$ cat src/rtl/cluster_axi_route_ctrl_pkg.sv
// Shared types and cluster address-map constants for the cluster AXI route controller.
// rule_t matches the default parametrisation (PORT_W = 3, ADDR_WIDTH = 64).
package cluster_axi_route_ctrl_pkg;

    localparam int unsigned DFLT_NB_MST_PORTS = 4;
    localparam int unsigned DFLT_NB_RULES     = 4;
    localparam int unsigned DFLT_ADDR_WIDTH   = 64;
    localparam int unsigned DFLT_ID_WIDTH     = 4;
    localparam int unsigned DFLT_MAX_TXNS     = 8;
    localparam int unsigned DFLT_PORT_W       = $clog2(DFLT_NB_MST_PORTS + 1);

    localparam logic [31:0] CLUSTER_PERIPH_OFFS  = 32'h0020_0000;
    localparam logic [31:0] CLUSTER_TLB_CFG_OFFS = 32'h0040_0000;
    localparam logic [31:0] CLUSTER_EXT_OFFS     = 32'h0050_0000;
    localparam logic [31:0] CLUSTER_STRIDE       = 32'h0040_0000;

    typedef struct packed {
        logic [DFLT_PORT_W-1:0]     idx;
        logic [DFLT_ADDR_WIDTH-1:0] start_addr;
        logic [DFLT_ADDR_WIDTH-1:0] end_addr;
    } rule_t;

    typedef rule_t addr_map_rule_t;

endpackage

$ cat src/rtl/cluster_axi_route_ctrl_addr_decode.sv
// Combinational rule-table decode, shared by the AW and AR route controllers.
// Optional macro CLUSTER_ROUTE_DEFAULT_PORT_EN adds a default port for unmatched addresses.
module cluster_axi_route_ctrl_addr_decode
    import cluster_axi_route_ctrl_pkg::*;
#(
    parameter int unsigned NB_MST_PORTS = DFLT_NB_MST_PORTS,
    parameter int unsigned NB_RULES     = DFLT_NB_RULES,
    parameter int unsigned ADDR_WIDTH   = DFLT_ADDR_WIDTH,
    localparam int unsigned PORT_W      = $clog2(NB_MST_PORTS + 1),
    localparam int unsigned RULE_W      = PORT_W + 2 * ADDR_WIDTH
) (
`ifdef CLUSTER_ROUTE_DEFAULT_PORT_EN
    input  logic                              en_default_i,
    input  logic [PORT_W-1:0]                 default_port_i,
`endif
    input  logic [NB_RULES-1:0][RULE_W-1:0]   addr_map_i,
    input  logic [ADDR_WIDTH-1:0]             addr_i,
    output logic [PORT_W-1:0]                 port_o,
    output logic                              decerr_o
);

    logic [PORT_W-1:0]     rule_idx   [NB_RULES];
    logic [ADDR_WIDTH-1:0] rule_start [NB_RULES];
    logic [ADDR_WIDTH-1:0] rule_end   [NB_RULES];
    logic [NB_RULES-1:0]   rule_hit;

    for (genvar r = 0; r < NB_RULES; r++) begin : g_rule
        assign rule_idx[r]   = addr_map_i[r][RULE_W-1 -: PORT_W];
        assign rule_start[r] = addr_map_i[r][2*ADDR_WIDTH-1 -: ADDR_WIDTH];
        assign rule_end[r]   = addr_map_i[r][ADDR_WIDTH-1:0];
        // An inverted or empty range can never satisfy both bounds.
        assign rule_hit[r]   = (addr_i >= rule_start[r]) && (addr_i < rule_end[r]);
    end

    always_comb begin
        port_o   = PORT_W'(NB_MST_PORTS);
        decerr_o = 1'b1;
        // Walk from the top so the lowest matching rule is the last writer.
        for (int r = NB_RULES - 1; r >= 0; r--) begin
            if (rule_hit[r]) begin
                port_o   = rule_idx[r];
                decerr_o = 1'b0;
            end
        end
`ifdef CLUSTER_ROUTE_DEFAULT_PORT_EN
        if (decerr_o && en_default_i) begin
            port_o   = default_port_i;
            decerr_o = 1'b0;
        end
`endif
    end

endmodule

$ cat src/rtl/cluster_axi_route_ctrl.sv
// Per-channel route/ordering controller: decodes the request port and stalls IDs that would change port while in flight.
// Optional macro CLUSTER_ROUTE_DEFAULT_PORT_EN adds en_default_i/default_port_i.
module cluster_axi_route_ctrl
    import cluster_axi_route_ctrl_pkg::*;
#(
    parameter int unsigned NB_MST_PORTS = DFLT_NB_MST_PORTS,
    parameter int unsigned NB_RULES     = DFLT_NB_RULES,
    parameter int unsigned ADDR_WIDTH   = DFLT_ADDR_WIDTH,
    parameter int unsigned ID_WIDTH     = DFLT_ID_WIDTH,
    parameter int unsigned MAX_TXNS     = DFLT_MAX_TXNS,
    localparam int unsigned PORT_W      = $clog2(NB_MST_PORTS + 1),
    localparam int unsigned CNT_W       = $clog2(MAX_TXNS + 1),
    localparam int unsigned RULE_W      = PORT_W + 2 * ADDR_WIDTH
) (
    input  logic                              clk_i,
    input  logic                              rst_i,
`ifdef CLUSTER_ROUTE_DEFAULT_PORT_EN
    input  logic                              en_default_i,
    input  logic [PORT_W-1:0]                 default_port_i,
`endif
    input  logic [NB_RULES-1:0][RULE_W-1:0]   addr_map_i,
    input  logic                              req_valid_i,
    output logic                              req_ready_o,
    input  logic [ADDR_WIDTH-1:0]             req_addr_i,
    input  logic [ID_WIDTH-1:0]               req_id_i,
    output logic                              sel_valid_o,
    input  logic                              sel_ready_i,
    output logic [PORT_W-1:0]                 sel_port_o,
    output logic [ID_WIDTH-1:0]               sel_id_o,
    output logic                              sel_decerr_o,
    input  logic                              rsp_valid_i,
    input  logic [ID_WIDTH-1:0]               rsp_id_i,
    output logic                              busy_o,
    output logic                              underflow_o
);

    localparam int unsigned NUM_IDS = 2 ** ID_WIDTH;
    localparam logic [CNT_W-1:0] MAX_CNT = CNT_W'(MAX_TXNS);

    logic [PORT_W-1:0]   dec_port;
    logic                dec_decerr;

    logic                sel_valid_q, sel_valid_d;
    logic [PORT_W-1:0]   sel_port_q, sel_port_d;
    logic [ID_WIDTH-1:0] sel_id_q, sel_id_d;
    logic                sel_decerr_q, sel_decerr_d;
    logic                underflow_q, underflow_d;

    logic [CNT_W-1:0]    cnt_q  [NUM_IDS];
    logic [CNT_W-1:0]    cnt_d  [NUM_IDS];
    logic [PORT_W-1:0]   port_q [NUM_IDS];
    logic [PORT_W-1:0]   port_d [NUM_IDS];

    logic                slot_free;
    logic                id_block;
    logic                cnt_full;
    logic                accept;

    cluster_axi_route_ctrl_addr_decode #(
        .NB_MST_PORTS (NB_MST_PORTS),
        .NB_RULES     (NB_RULES),
        .ADDR_WIDTH   (ADDR_WIDTH)
    ) i_addr_decode (
`ifdef CLUSTER_ROUTE_DEFAULT_PORT_EN
        .en_default_i   (en_default_i),
        .default_port_i (default_port_i),
`endif
        .addr_map_i     (addr_map_i),
        .addr_i         (req_addr_i),
        .port_o         (dec_port),
        .decerr_o       (dec_decerr)
    );

    assign slot_free   = !sel_valid_q || sel_ready_i;
    assign id_block    = (cnt_q[req_id_i] != '0) && (port_q[req_id_i] != dec_port);
    assign cnt_full    = (cnt_q[req_id_i] == MAX_CNT);
    assign req_ready_o = slot_free && !id_block && !cnt_full;
    assign accept      = req_valid_i && req_ready_o;

    always_comb begin
        sel_valid_d  = sel_valid_q;
        sel_port_d   = sel_port_q;
        sel_id_d     = sel_id_q;
        sel_decerr_d = sel_decerr_q;
        if (accept) begin
            sel_valid_d  = 1'b1;
            sel_port_d   = dec_port;
            sel_id_d     = req_id_i;
            sel_decerr_d = dec_decerr;
        end else if (sel_ready_i) begin
            sel_valid_d  = 1'b0;
        end
    end

    always_comb begin
        cnt_d       = cnt_q;
        port_d      = port_q;
        underflow_d = underflow_q;
        if (accept) begin
            cnt_d[req_id_i]  = cnt_q[req_id_i] + CNT_W'(1);
            port_d[req_id_i] = dec_port;
        end
        if (rsp_valid_i) begin
            if (cnt_q[rsp_id_i] == '0) begin
                underflow_d = 1'b1;
            end
            // A same-ID accept in this cycle cancels the retire.
            if (accept && (rsp_id_i == req_id_i)) begin
                cnt_d[rsp_id_i] = cnt_q[rsp_id_i];
            end else if (cnt_q[rsp_id_i] != '0) begin
                cnt_d[rsp_id_i] = cnt_q[rsp_id_i] - CNT_W'(1);
            end
        end
    end

    always_ff @(posedge clk_i or posedge rst_i) begin
        if (rst_i) begin
            sel_valid_q  <= 1'b0;
            sel_port_q   <= '0;
            sel_id_q     <= '0;
            sel_decerr_q <= 1'b0;
            underflow_q  <= 1'b0;
            for (int i = 0; i < NUM_IDS; i++) begin
                cnt_q[i]  <= '0;
                port_q[i] <= '0;
            end
        end else begin
            sel_valid_q  <= sel_valid_d;
            sel_port_q   <= sel_port_d;
            sel_id_q     <= sel_id_d;
            sel_decerr_q <= sel_decerr_d;
            underflow_q  <= underflow_d;
            cnt_q        <= cnt_d;
            port_q       <= port_d;
        end
    end

    always_comb begin
        busy_o = 1'b0;
        for (int i = 0; i < NUM_IDS; i++) begin
            busy_o = busy_o | (cnt_q[i] != '0);
        end
    end

    assign sel_valid_o  = sel_valid_q;
    assign sel_port_o   = sel_port_q;
    assign sel_id_o     = sel_id_q;
    assign sel_decerr_o = sel_decerr_q;
    assign underflow_o  = underflow_q;

endmodule

$ cat config.mk
export PLATFORM = sky130hd
export DESIGN_NAME = cluster_axi_route_ctrl
export DESIGN_NICKNAME = d
export VERILOG_FILES = /design/src/rtl/cluster_axi_route_ctrl_pkg.sv /design/src/rtl/cluster_axi_route_ctrl_addr_decode.sv /design/src/rtl/cluster_axi_route_ctrl.sv
export SDC_FILE = /design/constraint.sdc
export NUM_CORES = 1
export LEC_CHECK = 0
export BUFFER_PORTS_ARGS = -buffer_cell sky130_fd_sc_hd__buf_2
export CAP_MARGIN = 0
export CELL_PAD_IN_SITES_DETAIL_PLACEMENT = 1
export CELL_PAD_IN_SITES_GLOBAL_PLACEMENT = 1
export CORE_ASPECT_RATIO = 0.9
export CORE_MARGIN = 5
export CORE_UTILIZATION = 30
export DETAILED_ROUTE_END_ITERATION = 8
export PLACE_DENSITY_LB_ADDON = 0.12
export SYNTH_ARGS = -nofsm -noshare
export SYNTH_HDL_FRONTEND = slang
export SYNTH_SLANG_ARGS = --single-unit
$ cat constraint.sdc
create_clock -name clk_i -period 6.1 [get_ports clk_i]
set_clock_uncertainty 0.15 [all_clocks]
set_input_delay 0.305 -clock clk_i [delete_from_list [all_inputs] [get_ports clk_i]]
set_output_delay 0.305 -clock clk_i [all_outputs]
set_load 0.02 [all_outputs]
==> summary.txt, run 1 <==
Yosys
  – Synth warnings: 0
  – Flops & latches, synth: between 100 and 150
  – FFs w/ async S/R, synth: 100%
  – Top FF cell, synth: dfrtp_1
  – Post-Synthesis Cells: 2485
  – Register area share after synthesis: 14.8%
  – Net Count, Synth: 3597
  – Yosys cell types: 86
  – EDFF count, synth: 0
  – Syn_area_per_cell: 8.31 sq um
  – Cell area after synthesis: 0.0206 sq mm

Timing
  – Post-route worst setup slack: 0.829 ns
  – RSZ-0062 raised after global routing: no
  – Final setup viols: 0
  – Setup_tns: 0 ns
  – Final-report hold violation count: 0
  – Final period utilization: 86.4%
  – Slew HR: ~20%
  – Fmax achieved: about 190 MHz
  – Worst slew pin tran: 1.19 ns
  – Pins Over Slew Limit: 0
  – Crit path time final: 5.27 ns

Floorplanning
  – Starting Density: 30.2%
  – Die W: 287 um
  – Core area: just under 0.07 sq mm
  – Site Rows: 91
  – Die area: 0.0742 sq mm
  – Top-Level Pins: ~600
  – Die Y: ~260 um

Outcome
  – Outcome: finished clean

GRT
  – Total Routing Usage GR: 26.8%
  – Vias in the first global route: between 20000 and 25000
  – Overflow after GRT: 0
  – First-pass GRT wire length: 151000 um
  – Pin count of the biggest net entering global routing: 76
  – Initial antenna violation count: 41

Worst setup path
  – Worst path arrival time: 5.43 ns
  – Reg2reg end: port_q[29]
  – R2R Path Start: cnt_q[48]
  – CP required: 6.26 ns
  – CP Capture Type: flop
  – Crit path kind: input pin to flop
  – CP startpoint kind: input pin
  – R2R depth: 14
  – Worst-path maximum fanout: 10
  – Worst R2R Setup Slack: 1.67 ns

Power
  – Switching power: 2.68 mW
  – Leak: around 14 nW
  – Sw Share: 45.6%
  – Max VDD drop: 182 uV
  – Seq pwr share: 26.5%
  – Power share of the combinational group: between 50 and 60%
  – Clock share of power: between 10% and 20%
  – PwrDens: 228 mW/mm^2
  – Int Pwr: 3.20 mW

Drt
  – Post-route ant nets: 0
  – Post-Route WL: 103000 um
  – Vias: ~22000
  – DR DRC count: 0
  – Routed vias/inst: ~5.4
  – Iter 0 DRT Violations: around 1100
  – WL per Instance: 25.2 um
  – Pre-antenna DRT Iters: 5

Clock network
  – H-tree Lvls: 4
  – Worst-Skew Late Latency: roughly 0.43 ns
  – CTS hold repair buffers: 2
  – Post-CTS Setup Bufs: 0
  – Root buffer cell: clkbuf_16
  – Gates resized, CTS repair: 0
  – Buffer levels on the longest clock path: 2
  – CTS clk-pin slew, worst paths: 0.07 ns
  – CTS Sinks: approximately 120
  – CTS tree: built
  – Cts bufs inserted: 17

Place
  – Pre-CTS setup slack: 0.325 ns
  – Detail Placement HPWL: 88900 um
  – IO Port Bufs: 612
  – RePlAce Congestion: roughly 0.96

Layout
  – Most frequent cells in the layout: 612 x buf_2, 531 x inv_1, 511 x ha_1
  – Final net count: 4231
  – Most common cell after layout, fill and taps aside: buf_2
  – Area grow syn2layout: 24.9%
  – Fin util: 37.7%
  – Layout cells sized above 1: 27.0%

Min path
  – Worst hold path class: input pin to flop
  – Worst hold path cell count: 3
  – HP Start: rsp_valid_i
  – Hold EP: cnt_q[43]

Run
  – Max-Cap Viols: 0
==> metrics by stage <==
stage                     hold slack (ns)  area [sq um]  cells  total power, mW
final                               0.256         25800   4090             5.87
after global routing                0.278         25800   4078             6.23
after CTS                           0.230         25700   4062             5.86
after detailed placement            0.284         25100   4028             4.75
after global placement              0.253         25100   4028             4.62
after floorplan                     0.251         20600   2485             3.25
==> worst max-delay path by stage <==
stage	from	end	slack, ns	depth (start not counted)
6_report	req_addr_i[60]	cnt_q[18]	0.83	18
5_1_grt	req_addr_i[5]	cnt_q[53]	0.59	19
4_1_cts	req_addr_i[60]	cnt_q[18]	0.76	18
3_5_place_dp	req_addr_i[60]	cnt_q[18]	0.32	18
3_3_place_gp	req_addr_i[60]	cnt_q[2]	0.41	18
2_1_floorplan	req_id_i[0]	sel_id_o[1]	1.15	19
==> flip-flops by register name (all words and copies together), names as in the netlist <==
name          count
underflow_o       1
sel_port_o        3
sel_id_o          4
port_q           48
sel_decerr_o      1
cnt_q            64
sel_valid_o       1
==> kinds of logic (layout without fill, tap and decap cells) <==
group,Yosys count,count (layout),synth area share [%]
buffers and inverters,582,1229,10.7
and+or+nand+nor,553,553,14.1
AOI/OAI and AO/OA,532,532,16.9
adders and majority gates,511,511,31.0
muxes,176,176,12.1
DFF,122,122,14.8
xor gates and xnor gates,9,9,0.382
other,0,28,0
==> power by group through the flow <==
stage | logic [mW] | clock network, mW | registers (mW)
floorplan | 1.87 | 0 | 1.38
global placement | 3.08 | 0 | 1.53
detailed placement | 3.21 | 0 | 1.54
CTS | 3.22 | 1.10 | 1.54
global route | 3.52 | 1.13 | 1.58
finish | 3.24 | 1.08 | 1.55
==> per-layer routing <==
| layer | share of wire [%] | wire length [um] | global-route usage [%] | up-vias |
|---|---|---|---|---|
| met1 | 42 | 43200 | 33.5 | 10800 |
| li1 | - | - | - | 10300 |
| met3 | 6.2 | 6410 | 4.30 | 140 |
| met2 | 49 | 50100 | 47.4 | 705 |
| met5 | 0.10 | 105 | 0 | - |
| met4 | 3.2 | 3290 | 8.08 | 20 |
==> synthesized netlist by cell type, types with 53 or more instances <==
master | instances | area [sq um]
nand3_1 | 56 | 280
ha_1 | 511 | 6390
o21ai_0 | 80 | 400
a21o_1 | 63 | 473
mux2_2 | 62 | 698
dfrtp_1 | 122 | 3050
inv_1 | 532 | 2000
mux4_2 | 53 | 1190
nand2_1 | 148 | 556
a21oi_1 | 174 | 871
mux2i_1 | 57 | 571
nand4_1 | 91 | 569
nor2_1 | 95 | 357
==> worst max-delay path: stages <==
cell and delay (ns):
buf_2 0.20, ha_1 0.35, nand3_1 0.12, nor4_2 0.51
nand3_1 0.25, or4_1 0.62, a31oi_1 0.48, nor4_2 0.14
a311oi_2 0.32, a221oi_2 0.13, o31a_1 0.33, a21oi_4 0.17
nand3_1 0.26, a21o_1 0.37, nand2_1 0.18, mux2i_1 0.30
buf_4 0.26, o22ai_1 0.12
==> final cells by class <==
type	count	area [sq um]
Antenna cell	28	70.1
Multi-Input combinational cell	1781	15400
Sequential cell	122	3050
Inverter	532	2000
Timing Repair Buffer	665	3500
Tap cell	930	1160
Clock buffer	17	425
Clock inverter	15	191
Fill cell	8379	42600
(Power assumes the default switching activity.)
==> run 2, diff against run 1 <==
Settings changed: GPL_TIMING_DRIVEN set to 0.
Clock period 6.1 ns to 4.6 ns, I/O delays scaled along.
==> run 2 against run 1 <==
  * Clock-buffer cell count increased by 1
  * Setup slack got worse by 0.79 ns
  * Sequential share of layout area decreased by 0.71 points
  * Die area unchanged
  * Total power increased by 34%
  * Cell count increased by 1.8%
  * Cell area increased by 6.4%
  * Critical path depth increased by 3
  * Highest routed layer unchanged
  * Flip-flop and latch count unchanged
==> summary.txt, run 2 (synthesis results as in run 1) <==
Outcome
  – Outcome: finished clean

Power
  – Power share of the combinational group: 57.1%
  – PwrDens: 286 mW/mm^2
  – Int Pwr: 4.32 mW
  – Power Total: 7.85 mW
  – Max VDD drop: 241 uV
  – Leak: 14.8 nW
  – Switching power: 3.53 mW
  – Sw Share: around 45%
  – Clock share of power: 17.3%
  – Seq pwr share: 25.6%

Timing
  – Fmax achieved: 219 MHz
  – Worst slew pin tran: 1.36 ns
  – Final period utilization: 99.3%
  – RSZ-0062 raised after global routing: yes
  – Setup_tns: 0 ns
  – Slew HR: 9.26%
  – Final-report hold violation count: 0
  – Crit path time final: 4.57 ns
  – Final setup viols: 0
  – Pins Over Slew Limit: 0

Clock network
  – Root buffer cell: clkbuf_16
  – CTS Sinks: around 120
  – Buffer levels on the longest clock path: 2
  – CTS clk-pin slew, worst paths: 0.07 ns
  – Cts bufs inserted: 17
  – H-tree Lvls: 4
  – CTS tree: built
  – Worst-Skew Late Latency: 0.44 ns

Drt
  – DR DRC count: 0
  – Post-Route WL: 104000 um
  – Pre-antenna DRT Iters: 5
  – Post-route ant nets: 0
  – WL per Instance: 25.1 um
  – Iter 0 DRT Violations: approximately 1200
  – Vias: approximately 22000
  – Routed vias/inst: 5.34

Layout
  – Final net count: between 4000 and 5000
  – Layout cells sized above 1: a little under a third
  – Most common cell after layout, fill and taps aside: buf_2
  – Largest Register: cnt_q
  – Most frequent cells in the layout: 568 x buf_2, 531 x inv_1, 478 x ha_1
  – Area grow syn2layout: 32.9%
  – Max reg flops: 64

GRT
  – First-pass GRT wire length: 151000 um
  – Total Routing Usage GR: between 20% and 30%
  – Pin count of the biggest net entering global routing: 82
  – Initial antenna violation count: 61
  – Vias in the first global route: about 24000
  – Overflow after GRT: 0

Worst setup path
  – Worst-path maximum fanout: 8
  – Crit path kind: input pin to flop
  – CP Capture Type: flop
  – CP required: 4.76 ns
  – Worst path arrival time: approximately 4.7 ns
  – CP startpoint kind: input pin
  – R2R depth: 16

Place
  – Detail Placement HPWL: between 80000 and 90000 um
  – IO Port Bufs: 606
  – RePlAce Congestion: approximately 0.93

Floorplanning
  – Die W: 287 um
  – Site Rows: 91
  – Die Y: 259 um
  – Die area: 0.0742 sq mm
  – Top-Level Pins: 613
  – Starting Density: 30.2%
  – Core area: around 0.068 sq mm

Run
  – Max-Cap Viols: 0

Min path
  – Worst hold path class: input pin to asynchronous set/reset pin
==> run 2: changes by cell type in the layout (fill, tap and decap cells not counted), moves of 11 or more <==
| cell | before | now |
|---|---|---|
| buf_2 | 612 | 568 |
| clkbuf_1 | 0 | 24 |
| clkbuf_4 | 0 | 18 |
| buf_4 | 48 | 75 |
| ha_1 | 511 | 478 |
| ha_4 | 0 | 32 |
| buf_12 | 3 | 14 |
| buf_6 | 0 | 11 |
| diode_2 | 28 | 49 |
==> run 2: cell type report <==
cell class	instances	area, sq um
fillers	8317	41000
multi-input cells	1781	16400
repair buffers	672	3840
flip-flops and latches	122	3050
inverters	532	2000
well taps	930	1160
clock buffers	18	429
plain buffers	47	312
clock inverters	13	146
diodes	49	123
==> run 2: stage by stage <==
step	std cells	hold slack (ns)	worst slack [ns]	cell area (sq um)	utilization, %
6_report	4164	0.208	0.0344	27400	40.1
5_1_grt	4151	0.246	-0.132	27400	40.0
4_1_cts	4090	0.216	0.00156	26500	38.7
3_5_place_dp	4022	0.130	-2.32	24900	36.4
3_3_place_gp	4021	0.292	-2.14	24900	36.3
2_1_floorplan	2485	0.176	0.0478	20700	-
==> run 2: path summary, 6_finish.rpt <==
path / start / to / slack, ns
max in group asynchronous: rst_i / cnt_q[33] / 3.30
min reg2reg: underflow_o / underflow_o / 0.31
max: req_addr_i[32] / cnt_q[41] / 0.03
min: rst_i / port_q[26] / 0.21
max reg2reg: cnt_q[20] / cnt_q[41] / 0.14
min in group clk_i: rsp_valid_i / cnt_q[55] / 0.25
==> run 2: per-layer routing <==
layer,track usage (%),up-vias,routed length (um)
li1,-,10400,-
met1,33.8,11000,44300
met2,46.6,660,50800
met3,4.40,165,5860
met4,9.06,18,3380
met5,0,-,118
==> run 2: what timing repair did <==
item                                    4_1_cts  5_1_grt
resized for setup                           127      114
hold buffers                                  2        0
endpoints found under the hold margin        42        0
buffers inserted                             37       25
pin swaps                                    51       32
endpoints found under the setup margin      122      101
cloned                                        0        1
==> run 2: worst max-delay path, stage by stage <==
cell      delay [ns]
buf_4           0.18
ha_1            0.29
nand4_1         0.11
buf_4           0.17
nor4_4          0.32
nand3_2         0.19
nor4_4          0.27
a211oi_2        0.17
o211ai_1        0.28
buf_4           0.18
a311oi_4        0.09
buf_4           0.20
a221oi_4        0.31
mux2i_1         0.28
nor2_2          0.08
a32oi_4         0.35
or3_4           0.22
buf_12          0.15
mux2i_2         0.24
mux2i_1         0.10
a211o_1         0.30
==> run 2: power by group through the flow <==
stage               logic [mW]  clock network [mW]  registers [mW]
CTS                       4.19                1.37            1.99
detailed placement        3.94                   0            2.01
global placement          3.79                   0            1.97
global route              4.89                1.42            2.06
finish                    4.48                1.36            2.01
floorplan                 2.48                   0            1.83
